$ cat src/rtl/cpu6_trap_pkg.sv
// Shared state encodings and machine-interrupt cause codes for the cpu6 trap controller.
package cpu6_trap_pkg;

  localparam int CPU6_TRAP_ST_SIZE = 3;

  typedef enum logic [CPU6_TRAP_ST_SIZE-1:0] {
    CPU6_TRAP_ST_IDLE       = 3'd0,
    CPU6_TRAP_ST_DRAIN      = 3'd1,
    CPU6_TRAP_ST_MRET_DRAIN = 3'd2,
    CPU6_TRAP_ST_TRAP       = 3'd3,
    CPU6_TRAP_ST_RET        = 3'd4
  } trapState_t;

  localparam logic [3:0] CPU6_MCAUSE_MTI = 4'd7;
  localparam logic [3:0] CPU6_MCAUSE_MEI = 4'd11;

  // External interrupts win over the timer when both are pending.
  function automatic logic [3:0] causeCode(input logic extSel);
    return extSel ? CPU6_MCAUSE_MEI : CPU6_MCAUSE_MTI;
  endfunction

endpackage

$ cat src/rtl/cpu6_trap_cnt.sv
// Saturating drain-timeout counter; tc flags the cycle in which the count reaches MAX.
module cpu6_trap_cnt #(
  parameter int MAX = 8,
  parameter int W   = $clog2(MAX + 1)
) (
  input  logic         clk,
  input  logic         reset,
  input  logic         clr,
  input  logic         en,
  output logic [W-1:0] cnt,
  output logic         tc
);

  always_ff @(posedge clk) begin
    if (!reset) begin
      cnt <= '0;
    end else if (clr) begin
      cnt <= '0;
    end else if (en && (cnt != W'(MAX))) begin
      cnt <= cnt + W'(1);
    end
  end

  assign tc = en & ~clr & (cnt == W'(MAX - 1));

endmodule

$ cat src/rtl/cpu6_trap_ctrl.sv
// Interrupt entry / mret return sequencer for cpu6: stall, drain E/M/W, then redirect fetch.
// Optional macro CPU6_TRAP_MCAUSE_EN adds the excp_mcause output and the cause-capture register.
module cpu6_trap_ctrl
  import cpu6_trap_pkg::*;
#(
  parameter int XLEN        = 32,
  parameter int ACK_TIMEOUT = 8
) (
  input  logic            clk,
  input  logic            reset,
  input  logic            tmr_irq_r,
  input  logic            ext_irq_r,
  input  logic            csr_mtie_r,
  input  logic            csr_meie_r,
  input  logic            csr_mstatus_mie_r,
  input  logic [XLEN-1:0] csr_mtvec,
  input  logic [XLEN-1:0] csr_mepc,
  input  logic            mretE,
  input  logic [XLEN-1:0] pc_resumeE,
  output logic            empty_pipeline_reqE,
  input  logic            empty_pipeline_ackW,
  output logic            stallF,
  output logic [XLEN-1:0] excp_mepc,
  output logic            excp_mepc_ena,
  output logic            mret_ena,
  output logic            redirect_valid,
  output logic [XLEN-1:0] redirect_pc,
  output logic            trap_timeout_err
`ifdef CPU6_TRAP_MCAUSE_EN
  ,
  output logic [XLEN-1:0] excp_mcause
`endif
);

  localparam int CNT_W = $clog2(ACK_TIMEOUT + 1);

  trapState_t      state, stateNext;
  logic            irqPend, drainDone, timeoutHit;
  logic            cntClr, cntEn, cntTc;
  logic [CNT_W-1:0] cnt;
  logic [XLEN-1:0] capPc, capPcNext;
  logic            reqNext, stallNext, mepcEnaNext, mretEnaNext, redirValidNext, errNext;
  logic [XLEN-1:0] mepcNext, redirPcNext;

  assign irqPend = csr_mstatus_mie_r &
                   ((tmr_irq_r & csr_mtie_r) | (ext_irq_r & csr_meie_r));

  assign cntClr     = (state == CPU6_TRAP_ST_IDLE);
  assign cntEn      = (state == CPU6_TRAP_ST_DRAIN) || (state == CPU6_TRAP_ST_MRET_DRAIN);
  assign drainDone  = empty_pipeline_ackW | cntTc;
  assign timeoutHit = cntTc & ~empty_pipeline_ackW;

  cpu6_trap_cnt #(
    .MAX (ACK_TIMEOUT),
    .W   (CNT_W)
  ) u_cnt (
    .clk   (clk),
    .reset (reset),
    .clr   (cntClr),
    .en    (cntEn),
    .cnt   (cnt),
    .tc    (cntTc)
  );

`ifdef CPU6_TRAP_MCAUSE_EN
  logic            capExt, capExtNext;
  logic [XLEN-1:0] mcauseNext;
`endif

  // Next-state and next-output decode; every output is registered below.
  always_comb begin
    stateNext      = state;
    capPcNext      = capPc;
    reqNext        = 1'b0;
    stallNext      = 1'b0;
    mepcEnaNext    = 1'b0;
    mepcNext       = '0;
    mretEnaNext    = 1'b0;
    redirValidNext = 1'b0;
    redirPcNext    = '0;
    errNext        = trap_timeout_err | timeoutHit;
`ifdef CPU6_TRAP_MCAUSE_EN
    capExtNext     = capExt;
    mcauseNext     = '0;
`endif
    unique case (state)
      CPU6_TRAP_ST_IDLE: begin
        if (mretE) begin
          stateNext = CPU6_TRAP_ST_MRET_DRAIN;
          reqNext   = 1'b1;
          stallNext = 1'b1;
        end else if (irqPend) begin
          stateNext = CPU6_TRAP_ST_DRAIN;
          capPcNext = pc_resumeE;
          reqNext   = 1'b1;
          stallNext = 1'b1;
`ifdef CPU6_TRAP_MCAUSE_EN
          capExtNext = ext_irq_r & csr_meie_r;
`endif
        end
      end
      CPU6_TRAP_ST_DRAIN: begin
        stallNext = 1'b1;
        if (drainDone) begin
          stateNext      = CPU6_TRAP_ST_TRAP;
          mepcEnaNext    = 1'b1;
          mepcNext       = capPc;
          redirValidNext = 1'b1;
          redirPcNext    = {csr_mtvec[XLEN-1:2], 2'b00};
`ifdef CPU6_TRAP_MCAUSE_EN
          mcauseNext     = {1'b1, {(XLEN-5){1'b0}}, causeCode(capExt)};
`endif
        end
      end
      CPU6_TRAP_ST_MRET_DRAIN: begin
        stallNext = 1'b1;
        if (drainDone) begin
          stateNext      = CPU6_TRAP_ST_RET;
          mretEnaNext    = 1'b1;
          redirValidNext = 1'b1;
          redirPcNext    = csr_mepc;
        end
      end
      CPU6_TRAP_ST_TRAP, CPU6_TRAP_ST_RET: begin
        // Always pass through IDLE so sequences can never run back to back.
        stateNext = CPU6_TRAP_ST_IDLE;
      end
      default: stateNext = CPU6_TRAP_ST_IDLE;
    endcase
  end

  always_ff @(posedge clk) begin
    if (!reset) begin
      state               <= CPU6_TRAP_ST_IDLE;
      capPc               <= '0;
      empty_pipeline_reqE <= 1'b0;
      stallF              <= 1'b0;
      excp_mepc_ena       <= 1'b0;
      excp_mepc           <= '0;
      mret_ena            <= 1'b0;
      redirect_valid      <= 1'b0;
      redirect_pc         <= '0;
      trap_timeout_err    <= 1'b0;
`ifdef CPU6_TRAP_MCAUSE_EN
      capExt              <= 1'b0;
      excp_mcause         <= '0;
`endif
    end else begin
      state               <= stateNext;
      capPc               <= capPcNext;
      empty_pipeline_reqE <= reqNext;
      stallF              <= stallNext;
      excp_mepc_ena       <= mepcEnaNext;
      excp_mepc           <= mepcNext;
      mret_ena            <= mretEnaNext;
      redirect_valid      <= redirValidNext;
      redirect_pc         <= redirPcNext;
      trap_timeout_err    <= errNext;
`ifdef CPU6_TRAP_MCAUSE_EN
      capExt              <= capExtNext;
      excp_mcause         <= mcauseNext;
`endif
    end
  end

endmodule

$ cat config.mk
export PLATFORM = sky130hd
export DESIGN_NAME = cpu6_trap_ctrl
export DESIGN_NICKNAME = d
export VERILOG_FILES = /design/src/rtl/cpu6_trap_pkg.sv /design/src/rtl/cpu6_trap_cnt.sv /design/src/rtl/cpu6_trap_ctrl.sv
export SDC_FILE = /design/constraint.sdc
export NUM_CORES = 1
export LEC_CHECK = 0
export CORE_ASPECT_RATIO = 0.75
export CORE_UTILIZATION = 41
export CTS_CLUSTER_DIAMETER = 80
export DETAILED_ROUTE_END_ITERATION = 8
export PLACE_DENSITY = 0.88
export SLEW_MARGIN = 15
export SYNTH_ARGS = -nofsm -noshare
export SYNTH_HDL_FRONTEND = slang
export SYNTH_SLANG_ARGS = --single-unit
$ cat constraint.sdc
create_clock -name clk -period 2 [get_ports clk]
set_input_delay 0.3 -clock clk [delete_from_list [all_inputs] [get_ports clk]]
set_output_delay 0.3 -clock clk [all_outputs]
set_load 0.1 [all_outputs]
After elaboration in Yosys (flattened, before gate mapping) --
Cells that the tools add are included.
Cells by class: $add $sub $neg 1, equal/unequal tests 7, mux-type cells 12, bitwise logic cells 13, reductions and logical operators 12
Operator list (count):
- 2-to-1 mux 32 bit | 2
- case mux 32 bit (2 select lines) | 1
- 2-to-1 mux 3 bit | 4
- case mux 3 bit (3 select lines) | 1
- AND reduction 3 bit | 3
- AND reduction 2 bit | 4
- AND 1 bit | 6
- adder 4 x 1 -> 4 bit, second input constant | 1
- equality test 4 x 3 -> 1 bit, second input constant | 1
- inequality test 2 bit, second input constant | 2
- inequality test 4 bit, second input constant | 1
- NOT 1 bit | 4
- OR reduction 2 bit | 2
- equality test 3 x 1 -> 1 bit, second input constant | 1
- equality test 3 x 2 -> 1 bit, second input constant | 1
- logical NOT 3 bit | 1
- 2-to-1 mux 1 bit | 3
- inequality test 3 bit, second input constant | 1
- OR 1 bit | 3
- case mux 1 bit (2 select lines) | 1
- logical AND 1 bit | 1
- logical OR 1 bit | 1
Word-level totals: register bits after elaboration 109, input bits 105, output and inout port bits 70

Logic depth before layout (Yosys ltp) --
word-level depth 7, mapped depth 6, mapped depth without buffers 5

Modules after synthesis --
Synthesis repeated with hierarchy kept, for this count alone.
Unflattened totals: cells, all modules 336, area, all modules 3743.6 µm²
By module, submodules not included:
- cpu6_trap_ctrl | instances 1, cells each 311, area each 3529.6 µm²
- cpu6_trap_cnt | instances 1, cells each 25, area each 214.0 µm²

Least setup slack after synthesis --
Ideal clock, no wire load.
kind reg2reg, start point register state[0], end point register capPc[10], setup time 0.072 ns, data arrival time 1.558 ns, required time 1.928 ns, slack 0.370 ns, cell stages (with the launch flop) 7, buffers on the path 3, period minus slack after synthesis 1.630 ns, path through dfxtp_1 buf_6 or4_1 nor3b_2 buf_6 buf_12 mux2i_1
On the way: word-level cells in the longest chain between the ends 2
Ends and longest elaborated chain:
- start: declaration | RTL line cpu6_trap_ctrl.sv:37 | trapState_t state, stateNext;
- start signal: assignment | RTL line cpu6_trap_ctrl.sv:149 | state <= stateNext;
- logical NOT 3 bit | RTL line cpu6_trap_ctrl.sv:86 | unique case (state)
- AND reduction 3 bit (no source line)
- end signal: assignment | RTL line cpu6_trap_ctrl.sv:150 | capPc <= capPcNext;
- end: declaration | RTL line cpu6_trap_ctrl.sv:41 | logic [XLEN-1:0] capPc, capPcNext;
No other way between the ends. A chain may end at the register's enable or synchronous reset.

Final worst setup path --
start point register state[1], end point register capPc[9]
The elaborated chain is that of the path after synthesis.

==> metrics.md <==
| Metric | Value |
|---|---|
| Status | finished clean |
| Yosys cell types | 34 |
| Worst R2R Start | state[1]$_SDFFE_PN0P_ |
| Worst-Skew Late Latency | 0.34 ns |
| RSZ-0062 raised after global routing | no |
| Syn Nets | 482 |
| Setup ws final | 0.2093 ns |
| Final instance area | 0.005771 mm² |
| Final slew viol count | 0 |
| Clock Skew | 0.006368 ns |
| Clk root buf | clkbuf_16 |
| Placed cell area | 0.005483 mm² |
| WP data required | 2.26 ns |
| Number of global-route vias before repair | 3102 |
| Worst Path Max Fanout | 24 |
| Synth Warn # | 0 |
| Fmax achieved | 558.5 MHz |
| CTS sink cnt | 109 |
| NumNets Final | 649 |
| Critical path class | reg -> reg |
| Slowest CP cell | or4_1 |
| Rows | 30 |
| Final Hold Fails | 0 |
| Gr ovfl total | 0 |
| Top-area cell type share of the netlist area | 57.22% |
| Cell area after synthesis | 0.003814 mm² |
| Syn_area_per_cell | 10.17 µm² |
| Ys flop type | dfxtp_1 |
| Slew HR | 46.49% |
| WHS | 0.4510 ns |
| Leak pwr | 2.363 nW |
| EDFF count, synth | 0 |
| Maxcap violations | 0 |
| Clock transition at path regs | 0.07 ns |
| Largest net degree at the start of global routing | 41 |
| H-tree depth | 3 |
| CP Cell Sequence | or4_1 > nor3b_4 > buf_12 > mux2i_1 |
| Clock buffer depth | 2 |
| Synth async-reset ratio | 0% |
| Post-CTS setup buffers | 0 |
| Via/cell ratio | 4.693 |
| Post-Synthesis Cells | 375 |
| Synth-to-Final Area Change | 51.31% |
| Number of gates resized after cts | 0 |
| Top post-synthesis cells by area | dfxtp_1 57%, mux2i_1 8.4%, nand2_1 6.4% |
| Top-count cell post-synth | dfxtp_1 |
| Post-Layout Cell Count | 675 |
| CP Capture Type | flip-flop |
| Die Wd | 113.4 µm |
| Sequential area share after synthesis | 57.22% |
| Tot GR Track Use | 19.06% |
| Synth Register Bits | 109 |
| Inst Count DP | 659 |
| TritonCTS clock tree | yes |
| Number of diodes | 0 |
| Global-route wire length before repair | 14460 µm |
| Routed via count | 3168 |
| Slowest stage delay, CP | 0.55 ns |
| Fin crit share | 89.53% |
| Min-delay src | capPc[12]$_SDFFE_PN0P_ |
| Tightest Hold Check Type | reg -> reg |
| Final min period | 1.791 ns |
| Share of cells above drive strength 1 | 19.20% |
| Initial Util | 42.16% |
| CP arrival | 2.05 ns |
| Hold_buf cts | 0 |
| Top delay family on crit path | simple AND/OR/NAND/NOR gates |
| Full die area | 0.009696 mm² |
| Core area | 0.009046 mm² |
| Port buffer count | 172 |
| # DRC | 0 |
| Cell Pwr Density | 799.6 mW/mm² |
| Startpoint Class | flip-flop |
| Commonest cells in the netlist | 109 x dfxtp_1, 65 x nand2_1, 34 x and2_1 |
| Synth area leader | dfxtp_1 |
| DP Worst Slack | -0.01234 ns |
| CP Buf/Inv Count | 1 |
| Initial antenna violation count | 0 |
| Tightest Pin Transition | 0.8026 ns |
| Chip height | 85.53 µm |
| Routed WL | 8863 µm |
| I/O pins | 175 |
| HPWL Detailed | 6641 µm |
| Routed Antenna Nets | 0 |
| VDD IR max | 0.4507 mV |
| Routability congestion estimate | 0.7531 |
| CTS Buf Count | 9 |
| Final setup viols | 0 |
| CP startpoint | state[1]$_SDFFE_PN0P_ |
| Avg WL per Cell | 13.13 µm |
| DR iter-0 viols | 127 |
| First-pass DRT Iterations | 4 |
## state kept, by name (all words and copies together), names as in the netlist
signal / flops
capPc: 32
empty_pipeline_reqE: 1
excp_mepc: 32
excp_mepc_ena: 1
mret_ena: 1
redirect_pc: 32
redirect_valid: 1
stallF: 1
state: 3
trap_timeout_err: 1
u_cnt.cnt: 4
## area by class of cell
class,count,area (µm²)
clock buffer,9,225.2
clock inverter,7,62.56
fill,740,3276
inverter,5,18.77
multi-input combinational,233,1465
sequential,109,2182
tap,128,160.2
timing repair buffer,184,1657
## where the power goes
group | total (W) | internal (W) | leakage, nW | switching, W
logic | 0.000664 | 0.000298 | 1.34 | 0.000366
registers | 0.00224 | 0.00222 | 0.882 | 0.0000238
clock network | 0.00171 | 0.000877 | 0.145 | 0.000831
total | 0.00461 | 0.00339 | 2.36 | 0.00122
## per-stage QoR
step,setup TNS [ns],power [W],util [%]
global placement,0,0.002941,60.61
floorplan,0,0.002663,-
detailed placement,-0.01234,0.002958,60.61
finish,0,0.004614,63.79
global route,0,0.004812,63.79
CTS,0,0.004654,63.79
## worst register-to-register path: stages (launching register included)
cell and delay [ns]:
dfxtp_1 0.41, or4_1 0.55, nor3b_4 0.26, buf_12 0.24
mux2i_1 0.25
## final timing paths
check,to,cells after the start,slack (ns)
worst min-delay path,excp_mepc[12]$_SDFF_PN0_,1,0.45
worst min register to register,excp_mepc[12]$_SDFF_PN0_,1,0.45
worst max-delay path,capPc[9]$_SDFFE_PN0P_,4,0.21
worst max register to register,capPc[9]$_SDFFE_PN0P_,4,0.21
## logic make-up after synthesis
| group | synth area share (%) |
|---|---|
| and+or+nand+nor | 19.00 |
| DFF | 57.22 |
| AOI/OAI and AO/OA | 9.547 |
| buffers and inverters | 4.954 |
| muxes | 8.399 |
| adders and majority gates | 0.6561 |
| xor gates and xnor gates | 0.2297 |
## cells in the final DEF (no fill, tap or decap), drive strengths merged, types with 2 or more instances in the layout
cell type      instances
dfxtp                109
clkdlybuf4s50        101
buf                   83
nand2                 65
and2                  34
mux2i                 32
a22oi                 31
nor2                  31
inv                   10
clkbuf                 9
o21a                   4
a21oi                  4
nor3b                  3
or4                    3
o31ai                  3
and3b                  2
and3                   2
nand2b                 2
nor3                   2
nor4b                  2
ha                     2
clkinv                 2
## per-layer routing
layer  GRT usage [%]  up-vias  part of all wire, %
li1                -     1587                    -
met1           21.79     1443                   41
met2           33.91      117                   51
met3           5.088       21                  5.8
met4           8.014        0                  2.3
met5               0        -                    0
Power figures use the tool's default switching activity.
